<file path="src/rtl/vga_sync.sv">
// Purpose: 640x480@60 VGA timing generator (x/y coordinates, hsync/vsync, video_on, pixel strobe).
// Latency: sync/video_on are pre-decoded from next-state counters, so they align with x/y (0 cycles).
// Backpressure: none; free-running. Optional VGA_PIX_DIV_EN builds a /CLK_DIV pixel clock-enable.
module vga_sync #(
  parameter int H_DISP  = 640,
  parameter int H_FP    = 16,
  parameter int H_SYNC  = 96,
  parameter int H_BP    = 48,
  parameter int V_DISP  = 480,
  parameter int V_FP    = 10,
  parameter int V_SYNC  = 2,
  parameter int V_BP    = 33,
  parameter int CLK_DIV = 4
) (
  input  logic       clk,
  input  logic       rst_n,
  output logic [9:0] x,
  output logic [9:0] y,
  output logic       hsync,
  output logic       vsync,
  output logic       video_on,
  output logic       pixel_tick,
  output logic       frame_start
);

  localparam int H_TOTAL = H_DISP + H_FP + H_SYNC + H_BP;
  localparam int V_TOTAL = V_DISP + V_FP + V_SYNC + V_BP;

  localparam logic [9:0] H_LAST   = 10'(H_TOTAL - 1);
  localparam logic [9:0] V_LAST   = 10'(V_TOTAL - 1);
  localparam logic [9:0] H_VIS    = 10'(H_DISP);
  localparam logic [9:0] V_VIS    = 10'(V_DISP);
  localparam logic [9:0] HS_START = 10'(H_DISP + H_FP);
  localparam logic [9:0] HS_END   = 10'(H_DISP + H_FP + H_SYNC - 1);
  localparam logic [9:0] VS_START = 10'(V_DISP + V_FP);
  localparam logic [9:0] VS_END   = 10'(V_DISP + V_FP + V_SYNC - 1);

  // The divider needs at least two states to produce a strobe narrower than the clock.
  if (CLK_DIV < 2) begin : g_bad_clk_div
    $error("vga_sync: CLK_DIV must be >= 2");
  end

  logic [9:0] h_q, h_d;
  logic [9:0] v_q, v_d;
  logic       hsync_q, hsync_d;
  logic       vsync_q, vsync_d;
  logic       video_on_q, video_on_d;

`ifdef VGA_PIX_DIV_EN
  localparam int                 DIV_W    = $clog2(CLK_DIV);
  localparam logic [DIV_W-1:0]   DIV_LAST = DIV_W'(CLK_DIV - 1);

  logic [DIV_W-1:0] div_q, div_d;

  // Divider next state: count 0..CLK_DIV-1 and wrap.
  always_comb begin
    div_d = div_q + 1'b1;
    if (div_q == DIV_LAST) begin
      div_d = '0;
    end
  end

  // Divider register.
  always_ff @(posedge clk or negedge rst_n) begin
    if (!rst_n) begin
      div_q <= '0;
    end else begin
      div_q <= div_d;
    end
  end

  assign pixel_tick = (div_q == DIV_LAST);
`else
  // clk is already the pixel clock: every edge is a pixel edge.
  assign pixel_tick = 1'b1;
`endif

  // Counter next state plus sync/blank decode of that next state.
  always_comb begin
    h_d = h_q;
    v_d = v_q;
    if (pixel_tick) begin
      if (h_q == H_LAST) begin
        h_d = '0;
        if (v_q == V_LAST) begin
          v_d = '0;
        end else begin
          v_d = v_q + 10'd1;
        end
      end else begin
        h_d = h_q + 10'd1;
      end
    end
    hsync_d    = !((h_d >= HS_START) && (h_d <= HS_END));
    vsync_d    = !((v_d >= VS_START) && (v_d <= VS_END));
    video_on_d = (h_d < H_VIS) && (v_d < V_VIS);
  end

  // Counter and decoded-output registers; reset state is the (0,0) pixel.
  always_ff @(posedge clk or negedge rst_n) begin
    if (!rst_n) begin
      h_q        <= '0;
      v_q        <= '0;
      hsync_q    <= 1'b1;
      vsync_q    <= 1'b1;
      video_on_q <= 1'b1;
    end else begin
      h_q        <= h_d;
      v_q        <= v_d;
      hsync_q    <= hsync_d;
      vsync_q    <= vsync_d;
      video_on_q <= video_on_d;
    end
  end

  assign x           = h_q;
  assign y           = v_q;
  assign hsync       = hsync_q;
  assign vsync       = vsync_q;
  assign video_on    = video_on_q;
  assign frame_start = (h_q == '0) && (v_q == '0);

endmodule

</file>
<file path="config.mk">
export PLATFORM = sky130hd
export DESIGN_NAME = vga_sync
export DESIGN_NICKNAME = d
export VERILOG_FILES = /design/src/rtl/vga_sync.sv
export SDC_FILE = /design/constraint.sdc
export NUM_CORES = 1
export LEC_CHECK = 0
export BUFFER_PORTS_ARGS = -buffer_cell sky130_fd_sc_hd__buf_2
export CAP_MARGIN = 10
export CELL_PAD_IN_SITES_DETAIL_PLACEMENT = 0
export CELL_PAD_IN_SITES_GLOBAL_PLACEMENT = 1
export CORE_UTILIZATION = 41
export CTS_CLUSTER_SIZE = 28
export DETAILED_ROUTE_END_ITERATION = 12
export GPL_TIMING_DRIVEN = 0
export MAX_ROUTING_LAYER = met4
export PLACE_DENSITY = 0.79
export SLEW_MARGIN = 20
export SYNTH_ARGS = -nofsm -noshare
export SYNTH_HDL_FRONTEND = slang
export SYNTH_SLANG_ARGS = --single-unit
</file>
<file path="constraint.sdc">
create_clock -name clk -period 2.16 [get_ports clk]
set_input_delay 0.432 -clock clk [delete_from_list [all_inputs] [get_ports clk]]
set_output_delay 0.432 -clock clk [all_outputs]
set_load 0.02 [all_outputs]
</file>
# --- Yosys cells after proc, flatten, opt, wreduce, memory -nomap -nowiden ---
# Cells that the tools add are included.
classes:
  n_reduce_logical: 8
  magnitude_cmp: 6
  n_eq_ne: 2
  addsub: 2
  n_mux: 3
op_table:
  columns: ["operator", "n"]
  rows:
  - ["10-bit 2-to-1 mux", 3]
  - ["10-bit by 1-bit adder with 10-bit output (second input constant)", 2]
  - ["10-bit equality test (second input constant)", 2]
  - ["10-bit zero test", 2]
  - ["10-bit >= comparator (second input constant)", 1]
  - ["10-bit by 9-bit >= comparator with 1-bit output (second input constant)", 1]
  - ["10-bit less-or-equal comparator (second input constant)", 1]
  - ["10-bit by 9-bit less-or-equal comparator with 1-bit output (second input constant)", 1]
  - ["10-bit < comparator (second input constant)", 1]
  - ["10-bit by 9-bit < comparator with 1-bit output (second input constant)", 1]
  - ["1-bit logical AND", 4]
  - ["1-bit zero test", 2]
totals:
  out_inout_bits: 25
  inputBits: 2
  ff_bits: 23
  word_cells: 26

# --- Logic depth before layout (Yosys ltp) ---
depth:
  word_depth: 6
  depth_mapped: 8
  depth_no_buf: 7

# --- Least setup slack after synthesis ---
# OpenSTA, ideal clock, no wires.
synth_path:
  kind: "register to output"
  startpoint: "register h_q[5], in the netlist x[5]"
  endpoint: "output frame_start"
  path_buffers: 2
  stages_incl_launch_ff: 6
  arrival_ns: 1.968
  required_ns: 1.728
  setup_slack_ns: -0.240
  path_cell_list: "dfrtp_1 buf_6 or3_4 buf_6 or4_1 nor3_1"
synth_via:
  elab_chain_len: 2
synth_rtl:
  columns: ["element", "line_no", "text"]
  rows:
  - ["from (decl)", "43", "logic [9:0] h_q, h_d;"]
  - ["from (signal assigned)", "102", "h_q <= '0;"]
  - ["from (signal assigned)", "108", "h_q <= h_d;"]
  - ["10-bit zero test", "121", "assign frame_start = (h_q == '0) && (v_q == '0);"]
  - ["1-bit logical AND", "121", null]
  - ["to (decl)", "23", "output logic frame_start"]
# No other way between the ends.

# --- Worst setup path after layout ---
layout_path:
  startpoint: "register h_q[7], in the netlist x[7]"
  endpoint: "output frame_start"
# Same word-level chain as after synthesis.

==> summary.md <==
| Metric | Value |
|---|---|
| Status | `finished with violations` |
| Failing checks | `negative setup slack` |
| Clk_skew | `0.00415 ns` |
| CTS sink cnt | `23` |
| Pre-Repair DR Iteration Count | `4` |
| Relative slew margins | `66.0%` |
| Worst slew pin tran | `0.510 ns` |
| Post-synth ARST share | `100%` |
| Initial antenna violation count | `0` |
| WL/cell | `14.9 um` |
| Number of global-route vias before repair | `1268` |
| Data required, critical path | `1.73 ns` |
| Storage element area | `584 um^2` |
| Combinational share of power | `1.8%` |
| Initial Utilization | `43.5%` |
| Cts bufs inserted | `3` |
| Switching part of the total | `21.1%` |
| Critical path class | `reg2out` |
| Filler Cells Inserted | `337` |
| Part of the power in the clock network | `30.9%` |
| Setup ws final | `-0.159 ns` |
| Largest family of logic cells by synthesized area | `simple AND/OR/NAND/NOR gates` |
| Reg power frac | `67.3%` |
| Internal power | `0.000505 W` |
| Tightest Hold Check Type | `in2async` |
| Synth cell types | `49` |
| CP max stage delay | `0.44 ns` |
| Clock buffer depth | `2` |
| Share of cells above drive strength 1 | `35.0%` |
| Largest net degree at the start of global routing | `24` |
| Final setup fails | `1` |
| Post-Syn Nets | `169` |
| Reg2reg setup slack | `0.05 ns` |
| Overall routing resource usage | `20.6%` |
| Worst IR drop on VDD | `0.000212 V` |
| DIE AREA | `3870 um^2` |
| Multi-input logic area | `852 um^2` |
| RSZ-0062 raised after global routing | `true` |
| Critical Path Source Type | `register` |
| Final Util | `53.2%` |
| Final Max Slew Viols | `0` |
| Io pins | `27` |
| Via count | `1384` |
| CP Max Fanout | `2` |
| Gr ovfl total | `0` |
| Synth Area in XOR/XNOR | `5.30%` |
| PD cells | `352 nW/um^2` |
| First-pass GRT wire length | `6200 um` |
| Simple-Gate Fraction of Synth Area | `27.0%` |
| Yosys warns | `0` |
| CP arrival | `1.89 ns` |
| MaxCap Viol Count | `0` |
| Clock insertion delay at the later pin of the skew report | `0.30 ns` |
| HPWL after DPL | `2600 um` |
| Worst R2R Start | `x[0]` |
| Root Buffer | `clkbuf_4` |
| Synth Register Bits | `23` |
| Die Y | `62.2 um` |
| Reg clk slew, reported paths | `0.13 ns` |
| Crit-path cells | `or3_4 -> or4_4 -> nor3_4 -> buf_6` |
| Cells after Synth | `163` |
| FP Rows | `21` |
| Area growth, synth to finish | `22.3%` |
| Beginning of the critical path | `x[7]` |
| Synth Area in Compound Gates | `17.9%` |
| Hold Vio Cnt, Final | `0` |
| Endpoint class of the critical path | `output port` |
| Core area | `3420 um^2` |
| Syn Area/Cell | `9.12 um^2` |
| Routed WL | `3660 um` |
| Antenna diodes | `0` |
| Vias/cell | `5.63` |
| Worst path slowest cell | `or4_4` |
| CTS tree | `yes` |
| Residual DRC | `0` |
| # port buffers | `25` |
| Post-synthesis adder-cell area fraction | `3.37%` |
| Die width | `62.2 um` |
| F_max | `431 MHz` |
| Psw | `0.000135 W` |
| Fin crit period | `2.32 ns` |
| Period utilization | `107%` |
| H-tree levels | `1` |
| Final antenna-violating net count | `0` |
| Post-CTS Hold Fix Bufs | `0` |
| Multiplexer share of the synthesized area | `0%` |
| Gpl congestion | `0.879` |
| Static leakage | `0.815 nW` |
| Sequential-to-total area share from yosys stat | `39.0%` |
| Mapped Area | `1490 um^2` |
| Nets | `207` |
| Pre-CTS setup slack | `-0.135 ns` |
| Post-synth EDFFs | `0` |
| Post-synth top flop | `dfrtp_1` |
| Drt initial violations | `84` |
## worst max-delay path, delay by kind of cell (launching register included)
kind	cells	cell delay, ns
AND/OR/NAND/NOR	3	1.02
buffers and inverters	1	0.14
flip-flops	1	0.43
## registers in the layout, summed over array words and instances (netlist names)
register  flops
video_on      1
y            10
x            10
hsync         1
vsync         1
## path summary, 6_finish.rpt
check / cells after the start / end
worst min register to register: 1 / y[6]
max in group asynchronous: 1 / x[7]
worst max register to register: 7 / vsync
worst max-delay path: 4 / frame_start
worst min-delay path: 1 / x[3]
min in group clk: 1 / y[6]
## what timing repair did
item                       4_1_cts  5_1_grt
setup buffers                   11        1
gates resized for setup          8        7
pin swaps                        5        4
hold endpoints to repair         0        0
setup endpoints to repair        3        3
## layer usage
metal	GRT usage, %	vias up	share of wire (%)
li1	-	673	-
met1	29.1	671	47
met2	32.3	35	49
met3	1.84	5	4.0
met4	4.36	0	0.85
met5	-	-	0
## power by group through the flow
stage | Sequential, W | Combinational [W] | Clock, W
3_5_place_dp | 0.000439 | 0.0000126 | 0
5_1_grt | 0.000431 | 0.0000141 | 0.000235
3_3_place_gp | 0.000439 | 0.0000125 | 0
2_1_floorplan | 0.000439 | 0.00000289 | 0
4_1_cts | 0.000431 | 0.0000127 | 0.000211
6_report | 0.000431 | 0.0000116 | 0.000197
## cells by family after synthesis
logic type                 count (synthesis)
xor gates and xnor gates                   9
adders and majority gates                  4
DFF                                       23
AOI/OAI and AO/OA                         37
and+or+nand+nor                           68
other                                      1
buffers and inverters                     21
## cell usage after synthesis, types with 2 or more instances
cell type  instances  area share [%]
dfrtp_1           20              34
nand3_1           11             3.7
o21ai_0           11             3.7
nand2_1           10             2.5
nand4_1           10             4.2
inv_1              9             2.3
nor2_1             8             2.0
a21oi_1            7             2.4
nor3_1             5             1.7
xor2_1             5             2.9
and4_1             4             2.4
buf_2              4             1.3
clkbuf_1           4             1.0
ha_1               4             3.4
xnor2_1            4             2.4
a31oi_1            3             1.3
dfstp_2            3             5.3
and2_1             2            0.84
and3_1             2            0.84
buf_4              2             1.0
buf_6              2             1.5
nor2b_1            2            0.84
nor3_2             2             1.3
o31ai_1            2             1.0
or3_1              2            0.84
or4_1              2             1.0
## layout by cell type (no fill, tap or decap), types with 2 or more instances in the layout
| cell type | synthesis | layout |
|---|---|---|
| nor3_4 | 0 | 3 |
| clkbuf_1 | 4 | 3 |
| dfrtp_2 | 0 | 4 |
| buf_4 | 2 | 14 |
| and3_1 | 2 | 2 |
| or3_1 | 2 | 2 |
| nand3_1 | 11 | 10 |
| xor2_1 | 5 | 5 |
| nor2_1 | 8 | 8 |
| xnor2_1 | 4 | 4 |
| o31ai_1 | 2 | 2 |
| dfrtp_1 | 20 | 16 |
| a31oi_1 | 3 | 3 |
| and4_1 | 4 | 4 |
| nand2_1 | 10 | 10 |
| a21oi_1 | 7 | 7 |
| ha_1 | 4 | 3 |
| nand4_1 | 10 | 10 |
| nor2b_1 | 2 | 2 |
| nor3_1 | 5 | 4 |
| buf_2 | 4 | 27 |
| or4_4 | 1 | 3 |
| and2_1 | 2 | 2 |
| dfstp_2 | 3 | 3 |
| clkbuf_4 | 0 | 3 |
| inv_1 | 9 | 9 |
| o21ai_0 | 11 | 10 |
## metrics by stage
step | power [W] | area (um^2) | instances | TNS (ns) | hold WS, ns
5_1_grt | 0.000680 | 1820 | 246 | -0.246 | 0.103
3_3_place_gp | 0.000451 | 1690 | 234 | -0.304 | 0.440
6_report | 0.000640 | 1820 | 246 | -0.159 | 0.0759
2_1_floorplan | 0.000442 | 1500 | 163 | -0.0538 | 0.136
3_5_place_dp | 0.000451 | 1690 | 234 | -0.335 | 0.442
4_1_cts | 0.000655 | 1790 | 246 | -0.196 | 0.0904
## area by class of cell
cell class,instances,area share (%)
Tap cell,46,3.17
Timing Repair Buffer,37,12.2
Inverter,9,1.86
Buffer,8,2.34
Clock buffer,4,1.45
Sequential cell,23,32.1
Multi-Input combinational cell,119,46.9
(Power assumes the default switching activity.)
